<file path="src/rtl/cyclic_stream_mux_pkg.sv">
// Shared types and helpers for the cyclic stream multiplexer.
//   buf_state_e : occupancy states of the 2-entry output buffer
//   log2up()    : pointer width for a given input count, never less than 1
package cyclic_stream_mux_pkg;

  typedef enum logic [1:0] {
    BUF_EMPTY = 2'd0,
    BUF_ONE   = 2'd1,
    BUF_TWO   = 2'd2
  } buf_state_e;

  function automatic int log2up(input int n);
    return (n > 1) ? $clog2(n) : 1;
  endfunction

endpackage

</file>
<file path="src/rtl/cyclic_stream_mux_skid.sv">
// Two-entry elastic buffer between the slotted input side and the consumer.
// Its ready is a registered "not full" flag, so the downstream ready never
// reaches the upstream ready path combinationally.
//   clk, reset : clock, asynchronous active-high reset
//   in_valid   : push request (only honoured while not full)
//   in_data    : beat to push
//   in_ready   : buffer can accept a beat this cycle (registered)
//   out_valid  : buffer non-empty (registered)
//   out_data   : head entry
//   out_ready  : consumer pops the head this cycle
//
// state     | meaning
// BUF_EMPTY | no entry held, out_valid low
// BUF_ONE   | head valid, room for one more
// BUF_TWO   | head and tail valid, in_ready low
module cyclic_stream_mux_skid
  import cyclic_stream_mux_pkg::*;
#(
  parameter int WIDTH = 34
) (
  input  logic             clk,
  input  logic             reset,
  input  logic             in_valid,
  input  logic [WIDTH-1:0] in_data,
  output logic             in_ready,
  output logic             out_valid,
  output logic [WIDTH-1:0] out_data,
  input  logic             out_ready
);

  buf_state_e       state_q, state_d;
  logic [WIDTH-1:0] head_q, head_d;
  logic [WIDTH-1:0] tail_q, tail_d;
  logic             valid_q, valid_d;
  logic             full_q, full_d;
  logic             push, pop;

  always_comb begin
    push    = in_valid && !full_q;
    pop     = valid_q && out_ready;
    state_d = state_q;
    head_d  = head_q;
    tail_d  = tail_q;
    case (state_q)
      BUF_EMPTY: begin
        if (push) begin
          head_d  = in_data;
          state_d = BUF_ONE;
        end
      end
      BUF_ONE: begin
        // push+pop: the old head leaves, the new beat becomes the head
        if (push && pop) begin
          head_d = in_data;
        end else if (push) begin
          tail_d  = in_data;
          state_d = BUF_TWO;
        end else if (pop) begin
          state_d = BUF_EMPTY;
        end
      end
      BUF_TWO: begin
        if (pop) begin
          head_d  = tail_q;
          state_d = BUF_ONE;
        end
      end
      default: state_d = BUF_EMPTY;
    endcase
    valid_d = (state_d != BUF_EMPTY);
    full_d  = (state_d == BUF_TWO);
  end

  always_ff @(posedge clk or posedge reset) begin
    if (reset) begin
      state_q <= BUF_EMPTY;
      head_q  <= '0;
      tail_q  <= '0;
      valid_q <= 1'b0;
      full_q  <= 1'b0;
    end else begin
      state_q <= state_d;
      head_q  <= head_d;
      tail_q  <= tail_d;
      valid_q <= valid_d;
      full_q  <= full_d;
    end
  end

  assign in_ready  = !full_q;
  assign out_valid = valid_q;
  assign out_data  = head_q;

endmodule

</file>
<file path="src/rtl/cyclic_stream_mux.sv">
// Time-slotted N:1 stream multiplexer. A free-running slot pointer visits
// inputs 0..NUM_REQS-1, one per cycle, regardless of traffic; the input
// owning the current slot may push one beat into a 2-entry output buffer.
//   clk, reset : clock, asynchronous active-high reset
//   valid_in   : per-input valid
//   data_in    : per-input payload, input i at [i*DATA_WIDTH +: DATA_WIDTH]
//   ready_in   : per-input ready, one-hot on the current slot or zero
//   valid_out  : output beat available
//   data_out   : output payload
//   sel_out    : index of the input that produced data_out
//   ready_out  : downstream ready
module cyclic_stream_mux
  import cyclic_stream_mux_pkg::*;
#(
  parameter int NUM_REQS     = 4,
  parameter int DATA_WIDTH   = 32,
  parameter int LOG_NUM_REQS = log2up(NUM_REQS)
) (
  input  logic                           clk,
  input  logic                           reset,
  input  logic [NUM_REQS-1:0]            valid_in,
  input  logic [NUM_REQS*DATA_WIDTH-1:0] data_in,
  output logic [NUM_REQS-1:0]            ready_in,
  output logic                           valid_out,
  output logic [DATA_WIDTH-1:0]          data_out,
  output logic [LOG_NUM_REQS-1:0]        sel_out,
  input  logic                           ready_out
);

  localparam logic [LOG_NUM_REQS-1:0] LAST_SLOT = LOG_NUM_REQS'(NUM_REQS - 1);

  logic [LOG_NUM_REQS-1:0] ptr_q, ptr_d;
  logic [NUM_REQS-1:0]     slot_onehot;
  logic [DATA_WIDTH-1:0]   slot_data;
  logic                    buf_ready;
  logic                    push;

  // Explicit wrap keeps non-power-of-two counts from reaching unused slots.
  always_comb begin
    ptr_d = (ptr_q == LAST_SLOT) ? '0 : ptr_q + LOG_NUM_REQS'(1);
  end

  always_ff @(posedge clk or posedge reset) begin
    if (reset) begin
      ptr_q <= '0;
    end else begin
      ptr_q <= ptr_d;
    end
  end

  always_comb begin
    slot_onehot = '0;
    slot_data   = '0;
    for (int i = 0; i < NUM_REQS; i++) begin
      if (ptr_q == LOG_NUM_REQS'(i)) begin
        slot_onehot[i] = 1'b1;
        slot_data      = data_in[i*DATA_WIDTH +: DATA_WIDTH];
      end
    end
  end

  // Reset gates ready directly: the buffer's full flag clears during reset,
  // but no input may see a grant until reset is released.
  assign ready_in = slot_onehot & {NUM_REQS{buf_ready & ~reset}};
  assign push     = |(valid_in & ready_in);

  cyclic_stream_mux_skid #(
    .WIDTH(DATA_WIDTH + LOG_NUM_REQS)
  ) u_skid (
    .clk      (clk),
    .reset    (reset),
    .in_valid (push),
    .in_data  ({slot_data, ptr_q}),
    .in_ready (buf_ready),
    .out_valid(valid_out),
    .out_data ({data_out, sel_out}),
    .out_ready(ready_out)
  );

`ifndef SYNTHESIS
  for (genvar g = 0; g < NUM_REQS; g++) begin : g_hold_chk
    a_valid_held : assert property (
      @(posedge clk) disable iff (reset)
      (valid_in[g] && !ready_in[g]) |=> valid_in[g]
    );
  end
`endif

endmodule

</file>
<file path="config.mk">
export PLATFORM = sky130hd
export DESIGN_NAME = cyclic_stream_mux
export DESIGN_NICKNAME = d
export VERILOG_FILES = /design/src/rtl/cyclic_stream_mux_pkg.sv /design/src/rtl/cyclic_stream_mux_skid.sv /design/src/rtl/cyclic_stream_mux.sv
export SDC_FILE = /design/constraint.sdc
export NUM_CORES = 1
export LEC_CHECK = 0
export ABC_CLOCK_PERIOD_IN_PS = 2100
export CAP_MARGIN = 10
export CELL_PAD_IN_SITES_DETAIL_PLACEMENT = 0
export CELL_PAD_IN_SITES_GLOBAL_PLACEMENT = 1
export CORE_MARGIN = 3
export CORE_UTILIZATION = 30
export CTS_BUF_LIST = sky130_fd_sc_hd__clkbuf_2 sky130_fd_sc_hd__clkbuf_4 sky130_fd_sc_hd__clkbuf_8
export DETAILED_ROUTE_END_ITERATION = 7
export GPL_TIMING_DRIVEN = 0
export PLACE_DENSITY_LB_ADDON = 0.1
export SKIP_LAST_GASP = 1
export SLEW_MARGIN = 20
export SYNTH_ARGS = -nofsm -noshare
export SYNTH_HDL_FRONTEND = slang
export SYNTH_SLANG_ARGS = --single-unit
</file>
<file path="constraint.sdc">
create_clock -name clk -period 2.1 [get_ports clk]
set_clock_uncertainty 0.1 [all_clocks]
set_input_delay 0.21 -clock clk [delete_from_list [all_inputs] [get_ports clk]]
set_output_delay 0.21 -clock clk [all_outputs]
set_load 0.005 [all_outputs]
</file>
# [Word-level counts from Yosys, hierarchy flattened]
# Index checks and enable logic that the tools add are counted.
[totals] inputBits=135 elab_cells=51 mem_count=0 latchBits=0 output_inout_bits=39 ff_bits=74 romBits=0 ram_bits=0
[op_classes] n_addsub=1 n_div=0 shifts=0 n_eq_ne=9 order_cmp=0 n_mux=19 n_mul=0 bitwise_logic=5 n_reduce_logical=11
[ops] op="$mux 32" n=4
[ops] op="$mux 34" n=3
[ops] op="$pmux 34 s3" n=1
[ops] op="$mux 2" n=6
[ops] op="$and 4x4->4" n=2
[ops] op="$eq 2x2->1 const B" n=4
[ops] op="$ne 2x1->1 const B" n=3
[ops] op="$pmux 2 s3" n=1
[ops] op="$eq 2x1->1 const B" n=2
[ops] op="$logic_not 2->1" n=2
[ops] op="$mux 1" n=4
[ops] op="$reduce_and 4->1" n=1
[ops] op="$reduce_or 4->1" n=1
[ops] op="$logic_and 1x1->1" n=3
[ops] op="$reduce_and 3->1" n=1
[ops] op="$reduce_bool 3->1" n=1
[ops] op="$add 2x1->2 const B" n=1
[ops] op="$not 1->1" n=2
[ops] op="$reduce_bool 2->1" n=1
[ops] op="$and 1x1->1" n=1
[ops] op="$logic_not 1->1" n=1

# [Logic depth before layout (Yosys ltp)]
# Gate-level depths: netlist of the first run.
[depth] word_depth=10 ltp_mapped=8 mapped_depth_nobuf=6

# [Cells and area by module]
# A second synthesis of the first run with hierarchy kept.
[unflattened] cells_unflattened=339 hier_area_um2=4205.3
[by_module_without_submodules] mod="cyclic_stream_mux_skid" seq_area_each_um2=1801.7 area_each_um2=3226.8 cells_each=203 instances=1
[by_module_without_submodules] mod="cyclic_stream_mux" seq_area_each_um2=50.0 area_each_um2=978.4 cells_each=136 instances=1

# [Worst setup path after synthesis of the first run]
# OpenSTA, ideal clock, no wires.
[synth_path] path_type="register -> register" start="register ptr_q[0]" end="register u_skid.head_q[0] (netlist: u_skid.out_data[0])" setup_time_ps=125 t_arrival_ps=1923 setup_slack_ps=-48 path_stages_with_launch=9 period_less_slack_ps=2148 path_buffers=2 required_ps=1875 path_cell_list="dfrtp_1 -> inv_1 -> ha_1 -> buf_2 -> a22oi_2 -> a21oi_2 -> a21oi_4 -> buf_4 -> mux2_2"
[synth_between] elab_chain_cells=9 word_cells_on_any_way=19 cone_classes="eq/ne (5); mux (7); bitwise (2); reduce/logical (5)"
[synth_rtl] item="from (decl)" line="cyclic_stream_mux.sv:32" text="logic [LOG_NUM_REQS-1:0] ptr_q, ptr_d;"
[synth_rtl] item="from (signal assigned)" line="cyclic_stream_mux.sv:47" text="ptr_q <= ptr_d;"
[synth_rtl] item="$eq 2x1->1 (tied with other cells)" line="cyclic_stream_mux.sv:55" text="if (ptr_q == LOG_NUM_REQS'(i)) begin"
[synth_rtl] item="$mux 1" line="cyclic_stream_mux.sv:55"
[synth_rtl] item="$and 4x4->4" line="cyclic_stream_mux.sv:64" text="assign ready_in = slot_onehot & {NUM_REQS{buf_ready & ~reset}};"
[synth_rtl] item="$and 4x4->4" line="cyclic_stream_mux.sv:65" text="assign push = |(valid_in & ready_in);"
[synth_rtl] item="$reduce_or 4->1" line="cyclic_stream_mux.sv:65"
[synth_rtl] item="$logic_and 1x1->1" line="cyclic_stream_mux_skid.sv:39" text="push = in_valid && !full_q;"
[synth_rtl] item="$logic_and 1x1->1" line="cyclic_stream_mux_skid.sv:53" text="if (push && pop) begin"
[synth_rtl] item="$ne 2x1->1 (no source line)"
[synth_rtl] item="$reduce_and 4->1 (no source line)"
[synth_rtl] item="to (signal assigned)" line="cyclic_stream_mux_skid.sv:77" text="head_q <= '0;"
[synth_rtl] item="to (signal assigned)" line="cyclic_stream_mux_skid.sv:83" text="head_q <= head_d;"
[synth_rtl] item="to (decl)" line="cyclic_stream_mux_skid.sv:32" text="logic [WIDTH-1:0] head_q, head_d;"
# Several ways; a longest one is shown, not always the timed one. The select of a mux whose other input is x is not followed.
# A chain may end at the register's enable or synchronous reset.

# [Worst setup path after layout of the first run]
[layout_path] start="register ptr_q[0]" end="register u_skid.tail_q[0]"
[layout_between] elab_chain_cells=9 word_cells_on_any_way=15 cone_classes="eq/ne (3); mux (4); bitwise (3); reduce/logical (5)"
[layout_rtl] item="$eq 2x1->1 (tied with other cells)" line="cyclic_stream_mux.sv:55"
[layout_rtl] item="$mux 1" line="cyclic_stream_mux.sv:55"
[layout_rtl] item="$and 4x4->4" line="cyclic_stream_mux.sv:64"
[layout_rtl] item="$and 4x4->4" line="cyclic_stream_mux.sv:65"
[layout_rtl] item="$reduce_or 4->1" line="cyclic_stream_mux.sv:65"
[layout_rtl] item="$logic_and 1x1->1" line="cyclic_stream_mux_skid.sv:39"
[layout_rtl] item="$logic_and 1x1->1" line="cyclic_stream_mux_skid.sv:53"
[layout_rtl] item="$not 1->1 (no source line)"
[layout_rtl] item="$reduce_and 3->1 (no source line)"
[layout_rtl] item="to (signal assigned)" line="cyclic_stream_mux_skid.sv:84" text="tail_q <= tail_d;"
[layout_rtl] item="to (decl)" line="cyclic_stream_mux_skid.sv:33" text="logic [WIDTH-1:0] tail_q, tail_d;"
# Several ways; a longest one is shown, not always the timed one.

==> results of run 1 <==
registers in the layout, indices dropped and copies added, names as in the netlist:
signal,flops
u_skid.out_data,34
u_skid.tail_q,34
ptr_q,2
u_skid.state_q,2
u_skid.full_q,1
u_skid.out_valid,1
report_power, final:
part	internal, mW	switching [mW]	total (mW)	leakage, nW
registers	2.13	0.435	2.57	0.856
logic	2.14	1.23	3.37	2.21
clock network	0.495	0.534	1.03	0.0954
total	4.76	2.20	6.97	3.16
cell type report:
cell class                 instances  area, µm²
clock buffer                      12        159
inverter                          35        138
fill                            1285       6340
timing repair buffer             219       2360
clock inverter                     3       15.0
buffer                            41        463
tap                              180        225
multi-input combinational        324       2430
sequential                        74       1850
worst reg2reg max path: stages, from the launching register on:
cell and delay [ps]:
dfrtp_2 470, inv_4 100, ha_4 150, a22oi_2 90, buf_4 150, a2111oi_4 360, buf_6 200, buf_12 160
mux2_4 300
cells by family after synthesis:
| group | Yosys count |
|---|---|
| compound gates | 140 |
| mux | 39 |
| simple gates | 141 |
| buf+inv | 78 |
| fa+ha+maj | 4 |
| flops | 74 |
cell usage in the layout, fill, tap and decap left out, drive strengths merged:
cell / count
dlygate4sd2: 1
mux2: 39
nand3b: 32
nand2: 33
a221o: 32
a31oi: 64
clkdlybuf4s15: 1
clkbuf: 39
clkinv: 3
o21ai: 2
a21oi: 38
clkdlybuf4s50: 169
a22oi: 2
and2: 4
nor2: 68
dfrtp: 74
clkinvlp: 1
a2111oi: 1
ha: 4
buf: 62
or2: 3
inv: 34
a21bo: 1
nand2b: 1
routing by layer:
| layer | wire [µm] | up-vias | global-route usage [%] |
|---|---|---|---|
| met1 | 7460 | 2250 | 26.0 |
| met4 | 281 | 0 | 7.57 |
| met2 | 8580 | 178 | 33.9 |
| li1 | - | 2176 | - |
| met3 | 1140 | 23 | 5.05 |
| met5 | 0 | - | 0 |
path summary, 6_finish.rpt:
kind | end | slack [ps] | cells after the start
max in group asynchronous | u_skid.out_data[22]$_DFFE_PP0P_ | 960 | 4
min reg2reg | u_skid.out_data[17]$_DFFE_PP0P_ | 410 | 1
min | u_skid.out_data[12]$_DFFE_PP0P_ | 200 | 2
max | u_skid.tail_q[0]$_DFFE_PP0P_ | -80 | 8
min in group clk | u_skid.tail_q[6]$_DFFE_PP0P_ | 330 | 3
max reg2reg | u_skid.tail_q[0]$_DFFE_PP0P_ | -80 | 8
per-stage QoR:
step                util, %  setup slack [ps]  area (µm²)
floorplan                 -              1.28        4370
global placement       45.2              -408        6320
detailed placement     45.5              -435        6360
CTS                    50.8             -90.0        7110
global route           54.6              -143        7640
finish                 54.6             -82.4        7640
timing repair:
action / in CTS / in global routing
gates resized for setup: 86 / 88
buffers inserted: 27 / 9
pin swaps: 7 / 19
hold buffers: 0 / 0
setup endpoints to repair: 74 / 74
gates cloned: 2 / 9
==> results.cfg, run 1 <==
[outcome]
status = finished, violations left
violations = setup timing

[logic_synthesis]
synthFlopType = dfrtp_1
syn_area_um2 = 4340
synth.avg_cell_area_um2 = 9.12
syn_inst = 476
ys_ff_latch = 74
synth_compound_gate_area_share_pct = 22.9
synthMuxAreaShare_pct = 10.1
yosysUniqueCellTypes = 24
yosysTopAreaCell = dfrtp_1
synth_nets = 615
async_reset_ff_share_pct = 100
synth_area_leaders = dfrtp_1 43%, mux2_2 10%, a31oi_1 9.2%
netlist.area_leader.share_pct = 42.7
synth_top_family_by_area = compound AO/OA/AOI/OAI gates
yosys-top-cells-count = 74 x dfrtp_1, 68 x nor2_1, 64 x a31oi_1, 39 x mux2_2, 36 x a21oi_1
ys_seq_area_share_pct = 42.7
synth_fa_ha_area_share_pct = 1.15
synth.most_common_cell = dfrtp_1
synthXorXnorAreaFrac_pct = 0
ys_warn_count = 0
synth_edf_count = 0
synthSimpleGateAreaFrac_pct = 15.4

[placement]
port_buffers = 173
place.gp.congestion = 0.777
hpwl_um = 11700
place_inst = 831

[die]
dieArea_um2 = 15900
core_um2 = 14000
rows = 43
die_h_um = 126
initial_core_util_pct = 31.0
io-pin-count = 174
fp.dieW_um = 126

[global_routing]
antenna_found_initial = 0
gr-total-overflow = 0
grt_pass1_vias = 4689
grt_pass1_wl_um = 25700
track_usage_pct = 20.5
grt_max_degree = 28

[timing]
tightest_slew_ps = 660
setup_ws_ps = -82.4
post-route-min-period_ps = 2180
max_freq_mhz = 458
fin_setup_tns_ps = -1800
relSlewSlack_pct = 56.0
period_share_pct = 104
rsz0062_at_grt = yes
hold_viol_final = 0
final_max_slew_viol_count = 0
holdWs_ps = 200
setup_viol = 51

[detailed_routing]
num_vias = 4627
avgViaCountPerCell = 5.21
routed_wl_um = 17500
ant_nets = 0
drt_pre_antenna_iters = 4
drc = 0
drt-wirelength-per-cell_um = 19.7
drtIter0Drc = 295

[critical_path]
crit_chain = inv_4 > ha_4 > a22oi_2 > buf_4 > a2111oi_4 > buf_6 > buf_12 > mux2_4
slowest_delay_ps = 470
arrival_ps = 2340
path_delay_family = buffers and inverters
cp-startpoint = ptr_q[0]$_DFF_PP0_
cp-start-kind = register
r2r_start = ptr_q[0]$_DFF_PP0_
critPathSlowestCell = dfrtp_2
crit_buf_inv = 4
crit_fanout = 6
crit_required_ps = 2250
worstSetupPathType = reg2reg
critPathCaptureType = register

[layout]
areaGrowthSynthToFinish_pct = 76.2
n_antenna_cell = 0
fin_nets = 843
drive_gt1_share_pct = 25.8
final_cells = 888

[clock_network]
cts_made_buffers = 9
cts-htree-levels = 3
cts.sinks = 74
clockRootBuffer = clkbuf_8
clk_latency_ps = 370
clk_pin_slew_worst_paths_ps = 80
clockBufferDepth = 2
tritoncts = yes

[run]
max_cap_viol_count = 0

[power]
design_power_total_mw = 6.97
pwr_density_cell_nw_per_um2 = 911
irDropWorstVdd_uv = 477
p_leak_nw = 3.16

[hold_path]
min_path_type = in2async
(Power assumes the default switching activity.)
==> run 2: changes to the inputs <==
- MAX_ROUTING_LAYER: not set -> met4
==> run 2 against run 1 <==
  * Via count up 1.6%
  * The run still ends with setup timing left
  * First-iteration DRC count increased by 3.7%
  * Register-to-register slack about the same
  * Sequential power about the same
  * Total power up 0.73%
  * Design area rose by 0.29%
==> results.cfg, run 2 (synthesis gave the netlist of run 1 again) <==
[layout]
final_util_pct = 54.8
n_antenna_cell = 0
fin_nets = 843
drive_gt1_share_pct = 25.8
final_common_cell = clkdlybuf4s50_1
areaGrowthSynthToFinish_pct = 76.7
num-fill-cells = 1290
layout_common_cells = 169 x clkdlybuf4s50_1, 73 x dfrtp_1, 56 x a31oi_1

[critical_path]
crit_required_ps = 2250
path_delay_family = buffers and inverters
slowest_delay_ps = 470
crit_buf_inv = 4
critPathCaptureType = register
crit_chain = inv_4 > ha_4 > a22oi_2 > buf_4 > a2111oi_4 > buf_6 > buf_12 > mux2_4
worstSetupPathType = reg2reg
critPathSlowestCell = dfrtp_2
cp-start-kind = register
arrival_ps = 2340
crit_fanout = 6

[clock_network]
clk_pin_slew_worst_paths_ps = 80
cts_made_buffers = 9
cts-htree-levels = 3
tritoncts = yes
holdBufCountCts = 0
clockRootBuffer = clkbuf_8
clk_latency_ps = 370
clockBufferDepth = 2
cts.sinks = 74

[placement]
port_buffers = 173
place.gp.congestion = 0.787
hpwl_um = 11700
preCtsSetupSlack_ps = -435

[timing]
tightest_slew_ps = 657
setup_viol = 52
relSlewSlack_pct = 56.2
max_freq_mhz = 458
rsz0062_at_grt = yes
post-route-min-period_ps = 2190
final_max_slew_viol_count = 0
hold_viol_final = 0
period_share_pct = 104
setup_ws_ps = -85.2

[outcome]
status = finished, violations left
violations = setup timing

[die]
io-pin-count = 174
rows = 43
die_h_um = 126
initial_core_util_pct = 31.0
dieArea_um2 = 15900
fp.dieW_um = 126
core_um2 = 14000

[global_routing]
antenna_found_initial = 0
grt_pass1_wl_um = 25600
grt_pass1_vias = 4708
grt_max_degree = 28
track_usage_pct = 21.1
gr-total-overflow = 0

[detailed_routing]
avgViaCountPerCell = 5.30
drc = 0
drt-wirelength-per-cell_um = 19.8
dr.max_layer_used = met4
wl_met1_um = 7370
wl_met3_um = 1270
drt_pre_antenna_iters = 5
drtIter0Drc = 306
num_vias = 4702
ant_nets = 0
wl_met2_um = 8620
routed_wl_um = 17600

[power]
pwr_density_cell_nw_per_um2 = 915
irDropWorstVdd_uv = 466
p_leak_nw = 3.16

[run]
max_cap_viol_count = 0

[hold_path]
min_path_type = in2async
[run 2: final timing paths]
path / start / end / slack (ps) / depth (start not counted)
min in group clk: data_in[100] / u_skid.tail_q[6]$_DFFE_PP0P_ / 330 / 3
hold / removal: reset / u_skid.out_data[12]$_DFFE_PP0P_ / 200 / 2
max in group asynchronous: reset / u_skid.tail_q[26]$_DFFE_PP0P_ / 960 / 4
setup reg to reg: ptr_q[0]$_DFF_PP0_ / u_skid.tail_q[0]$_DFFE_PP0P_ / -90 / 8
hold reg to reg: u_skid.out_data[17]$_DFFE_PP0P_ / u_skid.out_data[17]$_DFFE_PP0P_ / 410 / 1
setup / recovery: ptr_q[0]$_DFF_PP0_ / u_skid.tail_q[0]$_DFFE_PP0P_ / -90 / 8
[run 2: stage by stage]
stage / total power [mW] / cells / setup TNS, ps / instance area, µm² / hold slack [ps]
after floorplan: 3.82 / 476 / 0 / 4370 / 289
after global placement: 5.15 / 829 / -24640 / 6320 / 387
after global routing: 7.43 / 888 / -5930 / 7670 / 247
after detailed placement: 5.23 / 831 / -21140 / 6360 / 392
final: 7.02 / 888 / -1870 / 7670 / 195
after CTS: 6.67 / 873 / -1680 / 7110 / 206
[run 2: per-layer routing]
metal,track usage (%),up-vias
li1,-,2175
met1,26.4,2300
met2,34.0,203
met3,5.00,24
met4,6.81,0
met5,-,-
[run 2: final cells by class]
type	count	area, µm²	area share [%]
Buffer	41	463	6.04
Clock buffer	12	159	2.07
Clock inverter	3	15.0	0.196
Inverter	35	138	1.80
Multi-Input combinational cell	324	2450	32.0
Sequential cell	74	1850	24.2
Tap cell	180	225	2.94
Timing Repair Buffer	219	2360	30.8
[run 2: report_power, final]
| group | internal [mW] | total, mW | switching [mW] |
|---|---|---|---|
| registers | 2.13 | 2.57 | 0.437 |
| logic | 2.16 | 3.41 | 1.25 |
| clock network | 0.495 | 1.04 | 0.542 |
[run 2: repair_timing]
| item | in CTS | in global routing |
|---|---|---|
| pin swaps | 7 | 17 |
| resized for setup | 86 | 89 |
| setup endpoints to repair | 74 | 74 |
| cloned | 2 | 9 |
| setup buffers | 27 | 9 |
